<file path="config.mk">
export PLATFORM = sky130hd
export DESIGN_NAME = axil_aw_skid_slice
export DESIGN_NICKNAME = d
export VERILOG_FILES = /design/src/rtl/axil_pkg.sv /design/src/rtl/axil_stall_mon.sv /design/src/rtl/axil_aw_skid_slice.sv
export SDC_FILE = /design/constraint.sdc
export NUM_CORES = 1
export LEC_CHECK = 0
export ABC_AREA = 1
export CORE_ASPECT_RATIO = 1.1
export CORE_MARGIN = 10
export CORE_UTILIZATION = 35
export DETAILED_ROUTE_END_ITERATION = 8
export GPL_ROUTABILITY_DRIVEN = 0
export GPL_TIMING_DRIVEN = 0
export PLACE_DENSITY = 0.64
export SYNTH_ARGS = -nofsm -noshare
export SYNTH_HDL_FRONTEND = slang
export SYNTH_SLANG_ARGS = --single-unit
</file>
<file path="constraint.sdc">
create_clock -name AXI_ACLK -period 1.2 [get_ports AXI_ACLK]
set_input_delay 0.36 -clock AXI_ACLK [delete_from_list [all_inputs] [get_ports AXI_ACLK]]
set_output_delay 0.36 -clock AXI_ACLK [all_outputs]
set_load 0.01 [all_outputs]
</file>
<file path="src/rtl/axil_pkg.sv">
`default_nettype none
// ============================================================================
//  Module      : axil_pkg
//  Description : Shared AXI-Lite types and constants. Holds the default
//                address/protection widths, a packed AW payload struct and
//                the occupancy codes used by the AW skid slice.
//  Revision    : 1.0 - initial release
// ============================================================================
package axil_pkg;

  localparam int AXIL_ADDR_W = 32;
  localparam int AXIL_PROT_W = 3;

  typedef struct packed {
    logic [AXIL_ADDR_W-1:0] addr;
    logic [AXIL_PROT_W-1:0] prot;
  } axil_aw_t;

  // Occupancy doubles as the slice state encoding.
  localparam logic [1:0] OCC_EMPTY = 2'd0;
  localparam logic [1:0] OCC_ONE   = 2'd1;
  localparam logic [1:0] OCC_FULL  = 2'd2;

endpackage
`default_nettype wire

</file>
<file path="src/rtl/axil_stall_mon.sv">
`default_nettype none
// ============================================================================
//  Module      : axil_stall_mon
//  Description : Channel stall monitor. Counts consecutive edges on which
//                valid is high and ready is low; sets a sticky error flag
//                once the count reaches MAXWAIT. Channel-agnostic, so it can
//                sit on any AXI-Lite handshake.
//  Ports       : clk       - clock, rising edge
//                rst_n     - asynchronous active-low reset
//                valid     - channel valid
//                ready     - channel ready
//                stall_err - sticky stall error, cleared only by reset
//  Revision    : 1.0 - initial release
// ============================================================================
module axil_stall_mon #(
  parameter int MAXWAIT = 5
) (
  input  logic clk,
  input  logic rst_n,
  input  logic valid,
  input  logic ready,
  output logic stall_err
);

  localparam int               CNT_W   = $clog2(MAXWAIT + 1);
  localparam logic [CNT_W-1:0] CNT_MAX = CNT_W'(MAXWAIT);

  logic [CNT_W-1:0] cnt_q;
  logic [CNT_W-1:0] cnt_d;
  logic             err_q;
  logic             err_d;

  always_comb begin
    cnt_d = cnt_q;
    // Any completed handshake or idle channel restarts the stall window.
    if (!valid || ready) begin
      cnt_d = '0;
    end else if (cnt_q != CNT_MAX) begin
      cnt_d = cnt_q + CNT_W'(1);
    end
    // Flag is raised on the same edge the count reaches MAXWAIT.
    err_d = err_q | (cnt_d == CNT_MAX);
  end

  always_ff @(posedge clk or negedge rst_n) begin
    if (!rst_n) begin
      cnt_q <= '0;
      err_q <= 1'b0;
    end else begin
      cnt_q <= cnt_d;
      err_q <= err_d;
    end
  end

  assign stall_err = err_q;

endmodule
`default_nettype wire

</file>
<file path="src/rtl/axil_aw_skid_slice.sv">
`default_nettype none
// ============================================================================
//  Module      : axil_aw_skid_slice
//  Description : Two-entry skid buffer for the AXI-Lite AW channel. Both the
//                forward path (valid/addr/prot) and the backward ready are
//                driven straight from flops, while still sustaining one
//                transfer per cycle. Includes a downstream stall monitor.
//  Ports       : AXI_ACLK    - clock, rising edge
//                AXI_ARESETN - asynchronous active-low reset
//                S_AW*       - upstream (master-facing) AW channel
//                M_AW*       - downstream (decoder-facing) AW channel
//                occupancy   - entries held (0, 1 or 2)
//                stall_err   - sticky downstream stall error
//  Revision    : 1.0 - initial release
// ============================================================================
module axil_aw_skid_slice
  import axil_pkg::*;
#(
  parameter int ADDR_W  = AXIL_ADDR_W,
  parameter int PROT_W  = AXIL_PROT_W,
  parameter int MAXWAIT = 5
) (
  input  logic              AXI_ACLK,
  input  logic              AXI_ARESETN,
  input  logic [ADDR_W-1:0] S_AWADDR,
  input  logic [PROT_W-1:0] S_AWPROT,
  input  logic              S_AWVALID,
  output logic              S_AWREADY,
  output logic [ADDR_W-1:0] M_AWADDR,
  output logic [PROT_W-1:0] M_AWPROT,
  output logic              M_AWVALID,
  input  logic              M_AWREADY,
  output logic [1:0]        occupancy,
  output logic              stall_err
);

  logic [1:0]        occ_q,       occ_d;
  logic              s_ready_q,   s_ready_d;
  logic              m_valid_q,   m_valid_d;
  logic [ADDR_W-1:0] out_addr_q,  out_addr_d;
  logic [PROT_W-1:0] out_prot_q,  out_prot_d;
  logic [ADDR_W-1:0] skid_addr_q, skid_addr_d;
  logic [PROT_W-1:0] skid_prot_q, skid_prot_d;

  logic s_fire;
  logic m_fire;

  assign s_fire = S_AWVALID & s_ready_q;
  assign m_fire = m_valid_q & M_AWREADY;

  always_comb begin
    occ_d       = occ_q;
    out_addr_d  = out_addr_q;
    out_prot_d  = out_prot_q;
    skid_addr_d = skid_addr_q;
    skid_prot_d = skid_prot_q;

    case (occ_q)
      OCC_EMPTY: begin
        if (s_fire) begin
          occ_d      = OCC_ONE;
          out_addr_d = S_AWADDR;
          out_prot_d = S_AWPROT;
        end
      end
      OCC_ONE: begin
        if (s_fire && !m_fire) begin
          // Downstream is stalled: park the younger entry in the skid reg.
          occ_d       = OCC_FULL;
          skid_addr_d = S_AWADDR;
          skid_prot_d = S_AWPROT;
        end else if (s_fire && m_fire) begin
          out_addr_d = S_AWADDR;
          out_prot_d = S_AWPROT;
        end else if (m_fire) begin
          occ_d = OCC_EMPTY;
        end
      end
      OCC_FULL: begin
        if (m_fire) begin
          occ_d      = OCC_ONE;
          out_addr_d = skid_addr_q;
          out_prot_d = skid_prot_q;
        end
      end
      default: begin
        occ_d = OCC_EMPTY;
      end
    endcase

    // Ready and valid are registered images of the next occupancy, so no
    // combinational path exists from either handshake input to an output.
    s_ready_d = (occ_d != OCC_FULL);
    m_valid_d = (occ_d != OCC_EMPTY);
  end

  always_ff @(posedge AXI_ACLK or negedge AXI_ARESETN) begin
    if (!AXI_ARESETN) begin
      occ_q       <= OCC_EMPTY;
      s_ready_q   <= 1'b0;
      m_valid_q   <= 1'b0;
      out_addr_q  <= '0;
      out_prot_q  <= '0;
      skid_addr_q <= '0;
      skid_prot_q <= '0;
    end else begin
      occ_q       <= occ_d;
      s_ready_q   <= s_ready_d;
      m_valid_q   <= m_valid_d;
      out_addr_q  <= out_addr_d;
      out_prot_q  <= out_prot_d;
      skid_addr_q <= skid_addr_d;
      skid_prot_q <= skid_prot_d;
    end
  end

  assign S_AWREADY = s_ready_q;
  assign M_AWVALID = m_valid_q;
  assign M_AWADDR  = out_addr_q;
  assign M_AWPROT  = out_prot_q;
  assign occupancy = occ_q;

  axil_stall_mon #(
    .MAXWAIT (MAXWAIT)
  ) u_stall_mon (
    .clk       (AXI_ACLK),
    .rst_n     (AXI_ARESETN),
    .valid     (m_valid_q),
    .ready     (M_AWREADY),
    .stall_err (stall_err)
  );

endmodule
`default_nettype wire

</file>
# --- Word level (Yosys, flattened, before mapping) ---
# Index checks and enable logic that the tools add are counted.
word_totals:
  elab_cells: 50
  register_bits: 78
  output_inout_bits: 40
  input_bits: 39
op_classes:
  reduce_logical: 10
  eq_ne: 9
  n_bitwise: 3
  add_sub_neg: 1
  muxes: 18
ops:
  columns: ["cell", "n"]
  rows:
  - ["32-bit two-way mux", 4]
  - ["32-bit one-hot mux with 3 select lines", 1]
  - ["3-bit two-way mux", 6]
  - ["2-bit two-way mux", 5]
  - ["2-bit inequality test (second input constant)", 5]
  - ["3-bit one-hot mux with 3 select lines", 1]
  - ["2-bit one-hot mux with 3 select lines", 1]
  - ["5-bit AND reduction", 1]
  - ["3-bit by 1-bit adder with 3-bit output (second input constant)", 1]
  - ["3-bit equality test (second input constant)", 1]
  - ["3-bit inequality test (second input constant)", 1]
  - ["3-bit nonzero test", 1]
  - ["1-bit bitwise AND", 2]
  - ["2-bit by 1-bit equality test with 1-bit output (second input constant)", 1]
  - ["2-bit equality test (second input constant)", 1]
  - ["1-bit logical AND", 2]
  - ["1-bit zero test", 2]
  - ["2-bit zero test", 1]
  - ["2-bit AND reduction", 1]
  - ["2-bit nonzero test", 1]
  - ["1-bit logical OR", 1]
  - ["1-bit bitwise OR", 1]

# --- Logic depth before layout (Yosys ltp) ---
logic_depth:
  ltp_word: 6
  depth_mapped: 8
  mapped_depth_nobuf: 8

# --- Modules after synthesis ---
# A second synthesis with hierarchy kept.
unflattened:
  hier_cells: 463
  area_unflattened_um2: 3632.2
by_module_without_submodules:
  columns: ["mod", "instances", "cells_each", "area_per_inst_um2"]
  rows:
  - ["axil_aw_skid_slice", 1, 434, 3409.5]
  - ["axil_stall_mon", 1, 29, 222.7]

# --- Least setup slack after synthesis ---
# OpenSTA, ideal clock, no wires.
synth_path:
  path_kind: "register -> register"
  start: "register occ_q[1] (netlist: occupancy[1])"
  end: "register out_addr_q[0] (netlist: M_AWADDR[0])"
  arrival_ps: 1093
  period_less_slack_ps: 1217
  setup_slack_ps: -17
  required_time_ps: 1077
  setup_ps: 123
  path_stages_with_launch: 6
  cell_sequence: "dfrtp_1 > nand2_2 > clkbuf_1 > nand2_1 > o21ai_0 > o21ai_1"
synth_between:
  elab_chain_cells: 3
  word_cells_on_any_way: 10
  cone_classes: "eq/ne: 6; mux: 1; reduce/logical: 3"
synth_rtl:
  columns: ["item", "line", "text"]
  rows:
  - ["from (decl)", "axil_aw_skid_slice.sv:37", "logic [1:0] occ_q, occ_d;"]
  - ["from (signal assigned)", "axil_aw_skid_slice.sv:99", "occ_q <= OCC_EMPTY;"]
  - ["from (signal assigned)", "axil_aw_skid_slice.sv:107", "occ_q <= occ_d;"]
  - ["2-bit by 1-bit equality test with 1-bit output (tied with other cells)", "axil_aw_skid_slice.sv:58", "case (occ_q)"]
  - ["2-bit inequality test (no line) or 3-bit nonzero test (tied branches)", null, null]
  - ["5-bit AND reduction (no line)", null, null]
  - ["to (signal assigned)", "axil_aw_skid_slice.sv:110", "out_addr_q <= out_addr_d;"]
  - ["to (decl)", "axil_aw_skid_slice.sv:40", "logic [ADDR_W-1:0] out_addr_q, out_addr_d;"]
# Several ways; a longest one is shown, not always the timed one.
# A chain may end at the register's enable or synchronous reset.

# --- Worst setup path in the final report ---
layout_path:
  start: "register occ_q[1] (netlist: occupancy[1])"
  end: "register skid_addr_q[31]"
layout_between:
  elab_chain_cells: 2
layout_rtl:
  columns: ["item", "line", "text"]
  rows:
  - ["2-bit by 1-bit equality test with 1-bit output", "axil_aw_skid_slice.sv:58", null]
  - ["2-bit AND reduction (no line)", null, null]
  - ["to (signal assigned)", "axil_aw_skid_slice.sv:112", "skid_addr_q <= skid_addr_d;"]
  - ["to (decl)", "axil_aw_skid_slice.sv:42", "logic [ADDR_W-1:0] skid_addr_q, skid_addr_d;"]
# No other way between the ends.

==> summary.md <==
The tools report the post-synthesis cell type count as 16. The count of buffers inserted at the top-level ports was 78. Across all hold checks on the routed design, the worst slack comes to 0.3789 ns. Global routing finished with a remaining overflow of 0. At the worst endpoint, the required time is 1.42 ns. In the final routed layout, each cell accounts on average for 14.40 um. After clock tree synthesis, the clock-pin slew on the worst setup and hold paths is 0.08 ns. The top-level port count is 79. After technology mapping, the gate count stands at 387.

The floorplan step defined a die boundary enclosing 13,740 um^2. Setup slack of the critical path after layout: -0.1463 ns. Once the floorplan was initialized, standard cells occupied 35.54% of the core. The number of rows created at floorplan came out at 37.

The transition at the pin with the smallest max-transition slack works out to 0.3531 ns. In this run the worst path has a maximum fanout of 10. Setup repair after global routing could not meet its margin everywhere. The die is 121.9 um tall. The run gives 0 as the number of antenna violations at the first check in global routing. Minimum period implied by the final worst setup slack: 1.346 ns. The reg2reg setup slack was -0.15 ns.

The run finished, with violations left. The standby leakage power came out at 0.002594 uW. The clock tree synthesis step divided the H-tree into 3 levels. Setup violations remaining at the end of the flow were counted as 111.

The instance area at placement is 4268 um^2, and the total non-filler cell area in the finished layout is 5000 um^2. The final worst-path cycle share is 112.2%. The first global-routing pass estimated 14.77 mm of wire. The number of sinks handled by clock tree synthesis came out at 78. The peak clock frequency supported by timing came out at 742.8 MHz. The worst hold path belongs to the class in2async. The number of DRC violations after detailed-routing iteration 0 is 109. Clock tree synthesis selected as its root buffer the cell sky130_fd_sc_hd__clkbuf_8. The run gives 428 as the synthesized net count. For this run, the detailed router's first-pass iteration total came to 4.

In the routed layout, each cell is associated on average with a via count of 4.650. In this run, synthesis produced a sequential element count of 78. The total via count after detailed routing was 2,976; the sum of internal, switching and leakage power was 12,350 uW.

STA classifies the critical path endpoint as a register. The area of the mapped netlist came out at 3307 um^2. The logs give 0 for the count of pins over their slew limit and 9305 um^2 for the area of the core region.

For the number of global-route vias before repair, the log shows 3,085. The maximum VDD drop was 1.115 mV. The floorplan die width came out at 112.7 um.

The number of routed nets with antenna violations came out at 0. Global routing consumed, over all layers together, 12.99% of the routing resources. The worst register-to-register path begins at occupancy[1]$_DFF_PN0_. Buffers inserted during clock tree synthesis total 9. On the final layout, the worst clock skew is 0.01095 ns. The area growth from synthesis to layout is 51.19%. Entering global routing, the biggest net connects 73 pins. The Yosys step of the flow raised 0 warnings.

Detailed placer's ending HPWL: 6.189 mm. Measured against its own limit, the worst slew margin works out to 76.46%. The run gives 59.02% as the sequential-to-total area share from yosys stat. The final reports fail on setup timing. The tools report the source of the critical timing path as occupancy[1]$_DFF_PN0_. The average instance area after synthesis is 8.545 um^2, and the cell area power density is 2470 nW/um^2. The logs give 1.57 ns for the critical path data arrival time and 0 for the count of antenna diodes in the layout. The tools report the launching element type of the critical path as a register. At the end of the flow, the number of nets in the layout was 559. TritonCTS built the clock tree. The wire length after detailed routing came out at 9.216 mm.

In the routed design, unresolved DRC markers number 0. The number of max-capacitance violations reported is 0, and the maximum root-to-sink buffer count is 2. In the final layout, the share of cells above drive strength 1 is 30.78%.

The critical path in this run is classified as reg2reg. The tools report the number of hold violations in the final report as 0. Cells fill 53.73% of the core in the end. The clock reaches the later pin of the worst-skew pair after 0.34 ns.
==> power breakdown <==
group,internal (uW),switching [uW],total [uW]
registers,3830,726,4560
logic,2900,2760,5660
clock network,1170,956,2130
==> cell usage after synthesis <==
master	n	area (um^2)
sky130_fd_sc_hd__nand4_1	1	6.260
sky130_fd_sc_hd__nor2_1	4	15.01
sky130_fd_sc_hd__inv_1	45	168.9
sky130_fd_sc_hd__nand2_1	117	439.2
sky130_fd_sc_hd__inv_2	3	11.26
sky130_fd_sc_hd__o21ai_1	73	365.4
sky130_fd_sc_hd__buf_2	11	55.05
sky130_fd_sc_hd__clkbuf_1	7	26.28
sky130_fd_sc_hd__o31ai_1	1	7.510
sky130_fd_sc_hd__o21ai_0	35	175.2
sky130_fd_sc_hd__nand3_1	4	20.02
sky130_fd_sc_hd__buf_4	3	22.52
sky130_fd_sc_hd__ha_1	2	25.02
sky130_fd_sc_hd__dfrtp_1	78	1952
sky130_fd_sc_hd__nand2_2	2	12.51
sky130_fd_sc_hd__a21oi_1	1	5.000
==> flip-flops by register name (all words and copies together), names as in the netlist <==
signal	count
S_AWREADY	1
M_AWADDR	32
u_stall_mon.cnt_q	3
skid_prot_q	3
occupancy	2
M_AWVALID	1
skid_addr_q	32
u_stall_mon.stall_err	1
M_AWPROT	3
==> worst max-delay path, stage by stage, from the launching register on <==
cell	delay [ns]
sky130_fd_sc_hd__dfrtp_2	0.45
sky130_fd_sc_hd__buf_6	0.14
sky130_fd_sc_hd__inv_4	0.04
sky130_fd_sc_hd__nand4_1	0.11
sky130_fd_sc_hd__buf_6	0.20
sky130_fd_sc_hd__buf_8	0.15
sky130_fd_sc_hd__nand2_1	0.07
sky130_fd_sc_hd__o21ai_1	0.07
==> stage by stage <==
stage / TNS (ns) / setup WS [ns] / std cells
4_1_cts: -8.939 / -0.1244 / 625
3_5_place_dp: -45.69 / -0.6696 / 583
3_3_place_gp: -274.70 / -3.265 / 582
5_1_grt: -15.38 / -0.2309 / 640
2_1_floorplan: 0 / 0.006144 / 387
6_report: -8.025 / -0.1463 / 640
==> logic make-up (layout without fill, tap and decap cells) <==
| family | after synthesis | after routing | share of synthesized area [%] |
|---|---|---|---|
| buffers and inverters | 69 | 205 | 8.589 |
| adders and majority gates | 2 | 2 | 0.7566 |
| DFF | 78 | 78 | 59.02 |
| AOI/OAI and AO/OA | 110 | 110 | 16.72 |
| and+or+nand+nor | 128 | 128 | 14.91 |
==> repair_timing <==
| action | in CTS | in global routing |
|---|---|---|
| pin swaps | 1 | 3 |
| endpoints found under the setup margin | 115 | 114 |
| hold buffers | 1 | 0 |
| hold endpoints to repair | 6 | 0 |
| gates cloned | 0 | 3 |
| resized for setup | 208 | 51 |
| buffers inserted | 25 | 12 |
==> routing by layer <==
layer,routed length [um],global-route usage (%),up-vias
met2,4457,21.11,67
met3,609,5.261,9
met4,102,3.413,0
met1,4046,15.66,1403
li1,-,-,1497
met5,0,0,-
==> path summary, 6_finish.rpt <==
| kind | endpoint | cells past startpoint |
|---|---|---|
| worst min register to register | skid_addr_q[12]$_DFFE_PN0P_ | 2 |
| worst max register to register | skid_addr_q[31]$_DFFE_PN0P_ | 7 |
| worst max-delay path | skid_addr_q[31]$_DFFE_PN0P_ | 7 |
| worst min-delay path | u_stall_mon.cnt_q[2]$_DFF_PN0_ | 2 |
| min in group AXI_ACLK | u_stall_mon.cnt_q[0]$_DFF_PN0_ | 4 |
| max in group asynchronous | occupancy[1]$_DFF_PN0_ | 3 |
==> area by class of cell <==
class	count	area [um^2]
buffer	21	209.0
multi-input combinational	240	1214
sequential	78	1953
fill	867	4305
timing repair buffer	120	1081
clock inverter	6	86.33
inverter	48	182.7
tap	117	146.4
clock buffer	10	127.6
==> cell usage in the layout, fill, tap and decap left out, types with 3 or more instances in the layout <==
master	netlist	layout
sky130_fd_sc_hd__o21ai_2	0	15
sky130_fd_sc_hd__nand2_4	0	5
sky130_fd_sc_hd__nand2_2	2	15
sky130_fd_sc_hd__o21ai_1	73	57
sky130_fd_sc_hd__nor2_1	4	3
sky130_fd_sc_hd__buf_4	3	38
sky130_fd_sc_hd__inv_2	3	3
sky130_fd_sc_hd__o21ai_0	35	35
sky130_fd_sc_hd__dfrtp_1	78	77
sky130_fd_sc_hd__clkdlybuf4s50_1	0	35
sky130_fd_sc_hd__buf_8	0	4
sky130_fd_sc_hd__clkbuf_2	0	5
sky130_fd_sc_hd__clkbuf_8	0	9
sky130_fd_sc_hd__buf_6	0	27
sky130_fd_sc_hd__clkbuf_16	0	3
sky130_fd_sc_hd__nand3_1	4	4
sky130_fd_sc_hd__inv_1	45	44
sky130_fd_sc_hd__buf_2	11	24
sky130_fd_sc_hd__nand2_1	117	99
Note: power is estimated with default switching activity, not from simulation.
